===== src/rtl/i2c_reg_master.sv =====
// Register-access initiator: turns one register write/read request into a sequence of
// byte commands for a byte-level I2C master engine.
module i2c_reg_master #(
    parameter int ADDR_SIZE_P  = 2,
    parameter int DATA_SIZE_P  = 2,
    parameter bit ENDIANNESS_P = 1'b0
) (
    input  logic                     clk,
    input  logic                     sRst,
    input  logic                     regReq,
    input  logic                     regOp,
    input  logic [6:0]               regDevAddr,
    input  logic [8*ADDR_SIZE_P-1:0] regAddr,
    input  logic [8*DATA_SIZE_P-1:0] regWrData,
    output logic                     regRdy,
    output logic                     regAck,
    output logic                     regFail,
    output logic [8*DATA_SIZE_P-1:0] regRdData,
    output logic                     cmdValid,
    output logic                     cmdStart,
    output logic                     cmdStop,
    output logic                     cmdRead,
    output logic [7:0]               cmdTxData,
    output logic                     cmdMAck,
    input  logic                     cmdDone,
    input  logic                     cmdSlvAck,
    input  logic [7:0]               cmdRxData,
    input  logic                     cmdArbLost
);

    typedef enum logic [2:0] {IDLE, DEV_W, ADDR, DATA_W, DEV_R, DATA_R, DONE} state_t;

    state_t                     state;
    logic [3:0]                 byte_cnt;
    logic                       op_q;
    logic [6:0]                 dev_q;
    logic [8*ADDR_SIZE_P-1:0]   addr_q;
    logic [8*DATA_SIZE_P-1:0]   data_q;
    logic [8*DATA_SIZE_P-1:0]   rd_buf;
    logic [8*DATA_SIZE_P-1:0]   rd_next;
    logic                       last_a, last_d, err;
    logic [2:0]                 a_idx, d_idx;
    logic [7:0]                 addr_byte, data_byte;
    logic                       nx_start, nx_stop, nx_read, nx_mack;
    logic [7:0]                 nx_tx;

    assign last_a = (byte_cnt == 4'(ADDR_SIZE_P - 1));
    assign last_d = (byte_cnt == 4'(DATA_SIZE_P - 1));
    assign a_idx  = ENDIANNESS_P ? 3'(ADDR_SIZE_P - 1) - byte_cnt[2:0] : byte_cnt[2:0];
    assign d_idx  = ENDIANNESS_P ? 3'(DATA_SIZE_P - 1) - byte_cnt[2:0] : byte_cnt[2:0];
    // Slave ACK only means something for bytes we transmitted.
    assign err    = cmdArbLost || (!cmdRead && !cmdSlvAck);

    always_comb begin
        addr_byte = '0;
        data_byte = '0;
        rd_next   = rd_buf;
        for (int i = 0; i < ADDR_SIZE_P; i++) begin
            if (3'(i) == a_idx) addr_byte = addr_q[i*8 +: 8];
        end
        for (int i = 0; i < DATA_SIZE_P; i++) begin
            if (3'(i) == d_idx) begin
                data_byte         = data_q[i*8 +: 8];
                rd_next[i*8 +: 8] = cmdRxData;
            end
        end
    end

    always_comb begin
        nx_start = 1'b0;
        nx_stop  = 1'b0;
        nx_read  = 1'b0;
        nx_mack  = 1'b0;
        nx_tx    = '0;
        case (state)
            DEV_W:   begin nx_start = 1'b1; nx_tx = {dev_q, 1'b0}; end
            ADDR:    nx_tx = addr_byte;
            DATA_W:  begin nx_tx = data_byte; nx_stop = last_d; end
            DEV_R:   begin nx_start = 1'b1; nx_tx = {dev_q, 1'b1}; end
            DATA_R:  begin nx_read = 1'b1; nx_mack = !last_d; nx_stop = last_d; end
            default: ;
        endcase
    end

    // Request fields and partial read word carry no reset.
    always_ff @(posedge clk) begin
        if (state == IDLE && regReq) begin
            op_q   <= regOp;
            dev_q  <= regDevAddr;
            addr_q <= regAddr;
            data_q <= regWrData;
        end
        if (state == DATA_R && cmdValid && cmdDone && !err) rd_buf <= rd_next;
    end

    always_ff @(posedge clk) begin
        if (sRst) begin
            state     <= IDLE;
            byte_cnt  <= '0;
            regRdy    <= 1'b1;
            regAck    <= 1'b0;
            regFail   <= 1'b0;
            regRdData <= '0;
            cmdValid  <= 1'b0;
            cmdStart  <= 1'b0;
            cmdStop   <= 1'b0;
            cmdRead   <= 1'b0;
            cmdTxData <= '0;
            cmdMAck   <= 1'b0;
        end else begin
            regAck  <= 1'b0;
            regFail <= 1'b0;
            case (state)
                IDLE: if (regReq) begin
                    state    <= DEV_W;
                    byte_cnt <= '0;
                    regRdy   <= 1'b0;
                end
                DONE: begin
                    state  <= IDLE;
                    regRdy <= 1'b1;
                end
                default:
                    // cmdValid low here is the one-cycle gap after a completed byte.
                    if (!cmdValid) begin
                        cmdValid  <= 1'b1;
                        cmdStart  <= nx_start;
                        cmdStop   <= nx_stop;
                        cmdRead   <= nx_read;
                        cmdTxData <= nx_tx;
                        cmdMAck   <= nx_mack;
                    end else if (cmdDone) begin
                        cmdValid <= 1'b0;
                        if (err) begin
                            state    <= DONE;
                            byte_cnt <= '0;
                            regAck   <= 1'b1;
                            regFail  <= 1'b1;
                        end else begin
                            case (state)
                                DEV_W: begin state <= ADDR; byte_cnt <= '0; end
                                ADDR:
                                    if (last_a) begin
                                        state    <= op_q ? DATA_W : DEV_R;
                                        byte_cnt <= '0;
                                    end else byte_cnt <= byte_cnt + 4'd1;
                                DATA_W:
                                    if (last_d) begin
                                        state    <= DONE;
                                        byte_cnt <= '0;
                                        regAck   <= 1'b1;
                                    end else byte_cnt <= byte_cnt + 4'd1;
                                DEV_R: begin state <= DATA_R; byte_cnt <= '0; end
                                DATA_R:
                                    if (last_d) begin
                                        state     <= DONE;
                                        byte_cnt  <= '0;
                                        regAck    <= 1'b1;
                                        regRdData <= rd_next;
                                    end else byte_cnt <= byte_cnt + 4'd1;
                                default: ;
                            endcase
                        end
                    end
            endcase
        end
    end

endmodule


===== config.mk =====
export PLATFORM = sky130hd
export DESIGN_NAME = i2c_reg_master
export DESIGN_NICKNAME = d
export VERILOG_FILES = /design/src/rtl/i2c_reg_master.sv
export SDC_FILE = /design/constraint.sdc
export NUM_CORES = 1
export LEC_CHECK = 0
export ABC_AREA = 1
export CORE_AREA = 2 2 110 112
export CTS_CLUSTER_SIZE = 24
export DETAILED_ROUTE_END_ITERATION = 8
export DIE_AREA = 0 0 112 114
export MAX_ROUTING_LAYER = met4
export PLACE_DENSITY = 0.56
export SYNTH_ARGS = -nofsm -noshare
export SYNTH_HDL_FRONTEND = slang
export SYNTH_SLANG_ARGS = --single-unit
export TNS_END_PERCENT = 20

===== constraint.sdc =====
create_clock -name clk -period 3.18 [get_ports clk]
set_clock_uncertainty 0.15 [all_clocks]
set_input_delay 0.477 -clock clk [delete_from_list [all_inputs] [get_ports clk]]
set_output_delay 0.477 -clock clk [all_outputs]
set_load 0.02 [all_outputs]

## Word level (Yosys, flattened, before mapping)

Index checks and enable logic that the tools add are counted.

- Flip-flop bits (word level): 95
- Bits of input ports: 54
- Output and inout bits: 32
- Logic and storage cells: 98

- Add/subtract/negate cells: 1
- Equality and inequality tests: 11
- Muxes and demuxes: 35
- Bitwise gates (word level): 5
- Reductions and logical operators: 29

Operators with widths:

| kind | count |
|---|---|
| $mux W8 | 6 |
| $pmux W8 S4 | 1 |
| $mux W3 | 7 |
| $mux W4 | 5 |
| $pmux W4 S2 | 2 |
| $pmux W3 S4 | 1 |
| $reduce_and A6 Y1 | 2 |
| $mux W1 | 11 |
| $eq A3 B3 Y1 const B | 3 |
| $reduce_bool A7 Y1 | 1 |
| $eq A3 B2 Y1 const B | 2 |
| $logic_not A3 Y1 | 2 |
| $pmux W3 S2 | 1 |
| $reduce_bool A2 Y1 | 3 |
| $reduce_bool A3 Y1 | 2 |
| $reduce_or A2 Y1 | 3 |
| $logic_and A1 B1 Y1 | 5 |
| $ne A5 B1 Y1 const B | 1 |
| $ne A5 B5 Y1 const B | 1 |
| $not A1 Y1 | 5 |
| $reduce_and A5 Y1 | 1 |
| $reduce_or A5 Y1 | 1 |
| $add A4 B1 Y4 const B | 1 |
| $eq A4 B1 Y1 const B | 1 |
| other kinds (9) | 13 |

## Depth between registers and ports, before layout

- Depth after elaboration: 7
- Gate-level depth with buffers: 11

## Least setup slack after synthesis

OpenSTA, ideal clock, no wires.

- Kind: reg-to-reg
- From: reg state[0]
- To: reg addr_q[0], enable pin
- Arrival: 2.321 ns
- Setup slack: 0.272 ns
- Stages on the path, launching flop included: 4
- Path buffers: 0
- Cell sequence: dfxtp_1 > nor2_1 > nand2_2 > nor2_1

- Cells in the longest elaborated chain, start to end: 2

Ends and longest elaborated chain:

| what | line | source |
|---|---|---|
| from (decl) | 33 | `state_t state;` |
| from (signal assigned) | 144 | `state <= op_q ? DATA_W : DEV_R;` |
| $logic_not A3 Y1 | 87 | `if (state == IDLE && regReq) begin` |
| $logic_and A1 B1 Y1 | 87 |  |
| to (signal assigned) | 90 | `addr_q <= regAddr;` |
| to (decl) | 37 | `logic [8*ADDR_SIZE_P-1:0] addr_q;` |

No other way between the ends.
A chain may end at the register's enable or synchronous reset.

## Worst setup path in the final report

- From: reg byte_cnt[1]
- To: reg regRdData[0]

- Cells in the longest elaborated chain, start to end: 2
- Elaborated cells between the ends (all ways): 4
- Those cells by class: 1 x eq/ne; 1 x mux; 2 x reduce/logical

Ends and longest elaborated chain:

| what | line | source |
|---|---|---|
| from (decl) | 34 | `logic [3:0] byte_cnt;` |
| from (signal assigned) | 146 | `end else byte_cnt <= byte_cnt + 4'd1;` |
| from (signal assigned) | 152 | `end else byte_cnt <= byte_cnt + 4'd1;` |
| from (signal assigned) | 160 | `end else byte_cnt <= byte_cnt + 4'd1;` |
| $eq A4 B1 Y1 or $logic_not A3 Y1 (tied branches) | 48, 62 |  |
| $reduce_and A6 Y1 (no line) or $mux W8 (tied branches) | n/a |  |
| to (signal assigned) | 159 | `regRdData <= rd_next;` |
| to (decl) | 18 | `output logic [8*DATA_SIZE_P-1:0] regRdData,` |

Several ways; a longest one is shown, not always the timed one.

==> results.py <==
metrics = {
    "status": {
        "status": "finished, final reports clean",
    },
    "power_and_ir_drop": {
        "p_leak_nw": 2.02,
        "power_mw": 4.28,
        "irDropWorstVdd_v": 0.000430,
        "power-per-cell-area_mw_per_mm2": 812,
    },
    "route": {
        "dr.pass1.iters": 5,
        "routed_wl_microns": 8820,
        "ant_nets": 0,
        "viasPerCell": 4.60,
        "drtIter0Drc": 103,
        "drc": 0,
        "via_count": 3055,
        "wl_per_cell_microns": 13.3,
    },
    "clock_network": {
        "clk_latency_ns": 0.34,
        "h-tree-depth": 3,
        "ctsResizeCount": 0,
        "cts_setup_buffers": 0,
        "root_buffer": "clkbuf_16",
        "cts_hold_buf": 0,
        "tritoncts": "yes",
        "clkTransAtPathRegs_ns": 0.07,
        "cts_sinks": 95,
        "numCtsBuffers": 9,
        "cts_buffer_depth": 2,
    },
    "floorplanning": {
        "num_rows": 40,
        "core_sq_mm": 0.0117,
        "die-height_microns": 114,
        "start_util_pct": 33.9,
        "die_area_sq_mm": 0.0128,
        "die_x_microns": 112,
        "io_pins": 86,
    },
    "timing": {
        "relSlewSlack_pct": 60.4,
        "period_minus_slack_ns": 2.21,
        "fin_crit_sh_pct": 69.5,
        "fmax_ghz": 0.453,
        "hold_viol": 0,
        "slew_violations": 0,
        "setup-violations-final": 0,
        "setup_tns_ns": 0,
        "tightest_slew_ns": 0.592,
        "hold_slack_ns": 0.295,
        "rsz0062_at_grt": "no",
    },
    "final_layout": {
        "fillCellCount": 1164,
        "multi_input_area_sq_mm": 0.00127,
        "nNetsFinal": 569,
        "diodes": 0,
        "seqCellArea_sq_mm": 0.00246,
        "area_delta_synth_final_pct": 32.8,
        "drive_gt1_share_pct": 8.70,
        "fin_util_pct": 45.0,
    },
    "synth": {
        "avgSynthCellArea_sq_um": 9.38,
        "synth.yosys.seq_area_share_pct": 62.1,
        "synthesis.nets": 480,
        "syn_inst": 423,
        "ys_warn_count": 0,
        "ys.flop_type": "edfxtp_1",
        "synth_edf_count": 56,
        "netlist_area_sq_mm": 0.00397,
        "synth-seq-cells": 95,
        "async_reset_ff_share_pct": 0,
        "ys_types": 27,
    },
    "global_routing": {
        "grt_use_met1_pct": 16.7,
        "grt_usage_pct": 14.6,
        "use_met2_pct": 24.4,
        "grt-ovfl-total": 0,
        "grt_pass1_vias": 3057,
        "grt_pass1_wl_microns": 14200,
        "met3_usage_pct": 4.99,
        "antenna_found_initial": 0,
        "grt_max_degree": 41,
        "top_usage_layer": "met2",
    },
    "setup_path": {
        "reg2regPathDepth": 7,
        "cp_max_fo": 32,
        "crit_type": "reg -> reg",
        "cp-end-kind": "flop",
        "crit_required_ns": 3.23,
        "startpoint_type": "flop",
        "arrival_ns": 2.26,
    },
    "run": {
        "maxCapViolCount": 0,
    },
    "min_path": {
        "hold_class": "reg -> reg",
        "hold_depth": 2,
    },
    "place": {
        "portBuffers": 85,
        "place_congestion": 0.789,
        "hpwlAfterDp_microns": 6290,
    },
}
cells in the mapped netlist (4+ instances only):
cell	n	area share, %
a21oi_1	33	4.2
nand2_1	131	12
nand4_1	4	0.63
edfxtp_1	56	42
nand2_2	8	1.3
inv_1	39	3.7
buf_2	4	0.50
inv_2	6	0.57
nor2_1	19	1.8
o21ai_0	21	2.6
nand3_1	24	3.0
dfxtp_1	39	20
o21ai_1	14	1.8
path summary, 6_finish.rpt:
| check | from | endpoint | slack, ns |
|---|---|---|---|
| min | regRdData[10]$_SDFFE_PP0P_ | regRdData[10]$_SDFFE_PP0P_ | 0.29 |
| min reg2reg | regRdData[10]$_SDFFE_PP0P_ | regRdData[10]$_SDFFE_PP0P_ | 0.29 |
| max | byte_cnt[1]$_SDFFE_PP0P_ | regRdData[0]$_SDFFE_PP0P_ | 0.97 |
| max reg2reg | byte_cnt[1]$_SDFFE_PP0P_ | regRdData[0]$_SDFFE_PP0P_ | 0.97 |
cells in the final DEF, fill, tap and decap left out, types with 3 or more instances in the layout:
cell type        instances
a21oi_1                 33
buf_4                    4
clkbuf_16                9
clkdlybuf4s50_1         85
dfxtp_1                 39
edfxtp_1                56
ha_1                     3
inv_1                   39
inv_2                    6
nand2_1                131
nand2_2                  8
nand3_1                 24
nand4_1                  4
nor2_1                  18
nor2_2                   3
o21ai_0                 21
o21ai_1                 14
o21ai_2                  3
report_power, final:
| part | internal [mW] | switching (mW) | total, mW |
|---|---|---|---|
| clock network | 0.639 | 0.468 | 1.11 |
| registers | 1.56 | 0.0954 | 1.66 |
| logic | 0.475 | 1.04 | 1.51 |
| total | 2.68 | 1.60 | 4.28 |
metal layers:
layer	part of all wire, %	up-vias
li1	-	1578
met2	48	87
met3	6.8	7
met5	0	-
met1	44	1383
met4	1.1	0
cell families after synthesis:
| logic type | synth area share (%) |
|---|---|
| flip-flops | 62.1 |
| buffers and inverters | 6.18 |
| XOR/XNOR | 0.221 |
| adder cells (fa/ha/maj) | 0.946 |
| AND/OR/NAND/NOR | 20.8 |
| AO/OA/AOI/OAI | 9.84 |
metrics by stage:
stage	instance area, sq um	cells	setup slack, ns
detailed placement	4960	648	0.783
global route	5270	664	0.646
floorplan	3970	423	0.272
CTS	5270	664	0.928
finish	5270	664	0.971
global placement	4960	648	0.824
critical path: stages, from the launching register on:
cell and delay, ns:
dfxtp_1 0.33, inv_1 0.10, ha_1 0.23, nand2_2 0.23, nor2_1 0.28, nand2_2 0.40
o21ai_0 0.30, a21oi_1 0.07
cell type report:
type | instances | share of cell area, %
multi-input cells | 272 | 24.1
clock inverters | 5 | 1.19
flip-flops and latches | 95 | 46.7
inverters | 45 | 3.21
clock buffers | 11 | 4.61
repair buffers | 89 | 16.7
well taps | 147 | 3.49
state kept, by name, summed over array words and instances (netlist names), 3 cells and up:
register	cells
state	3
cmdTxData	8
dev_q	7
rd_buf	16
regRdData	16
data_q	16
byte_cnt	4
addr_q	16
(Power assumes the default switching activity.)
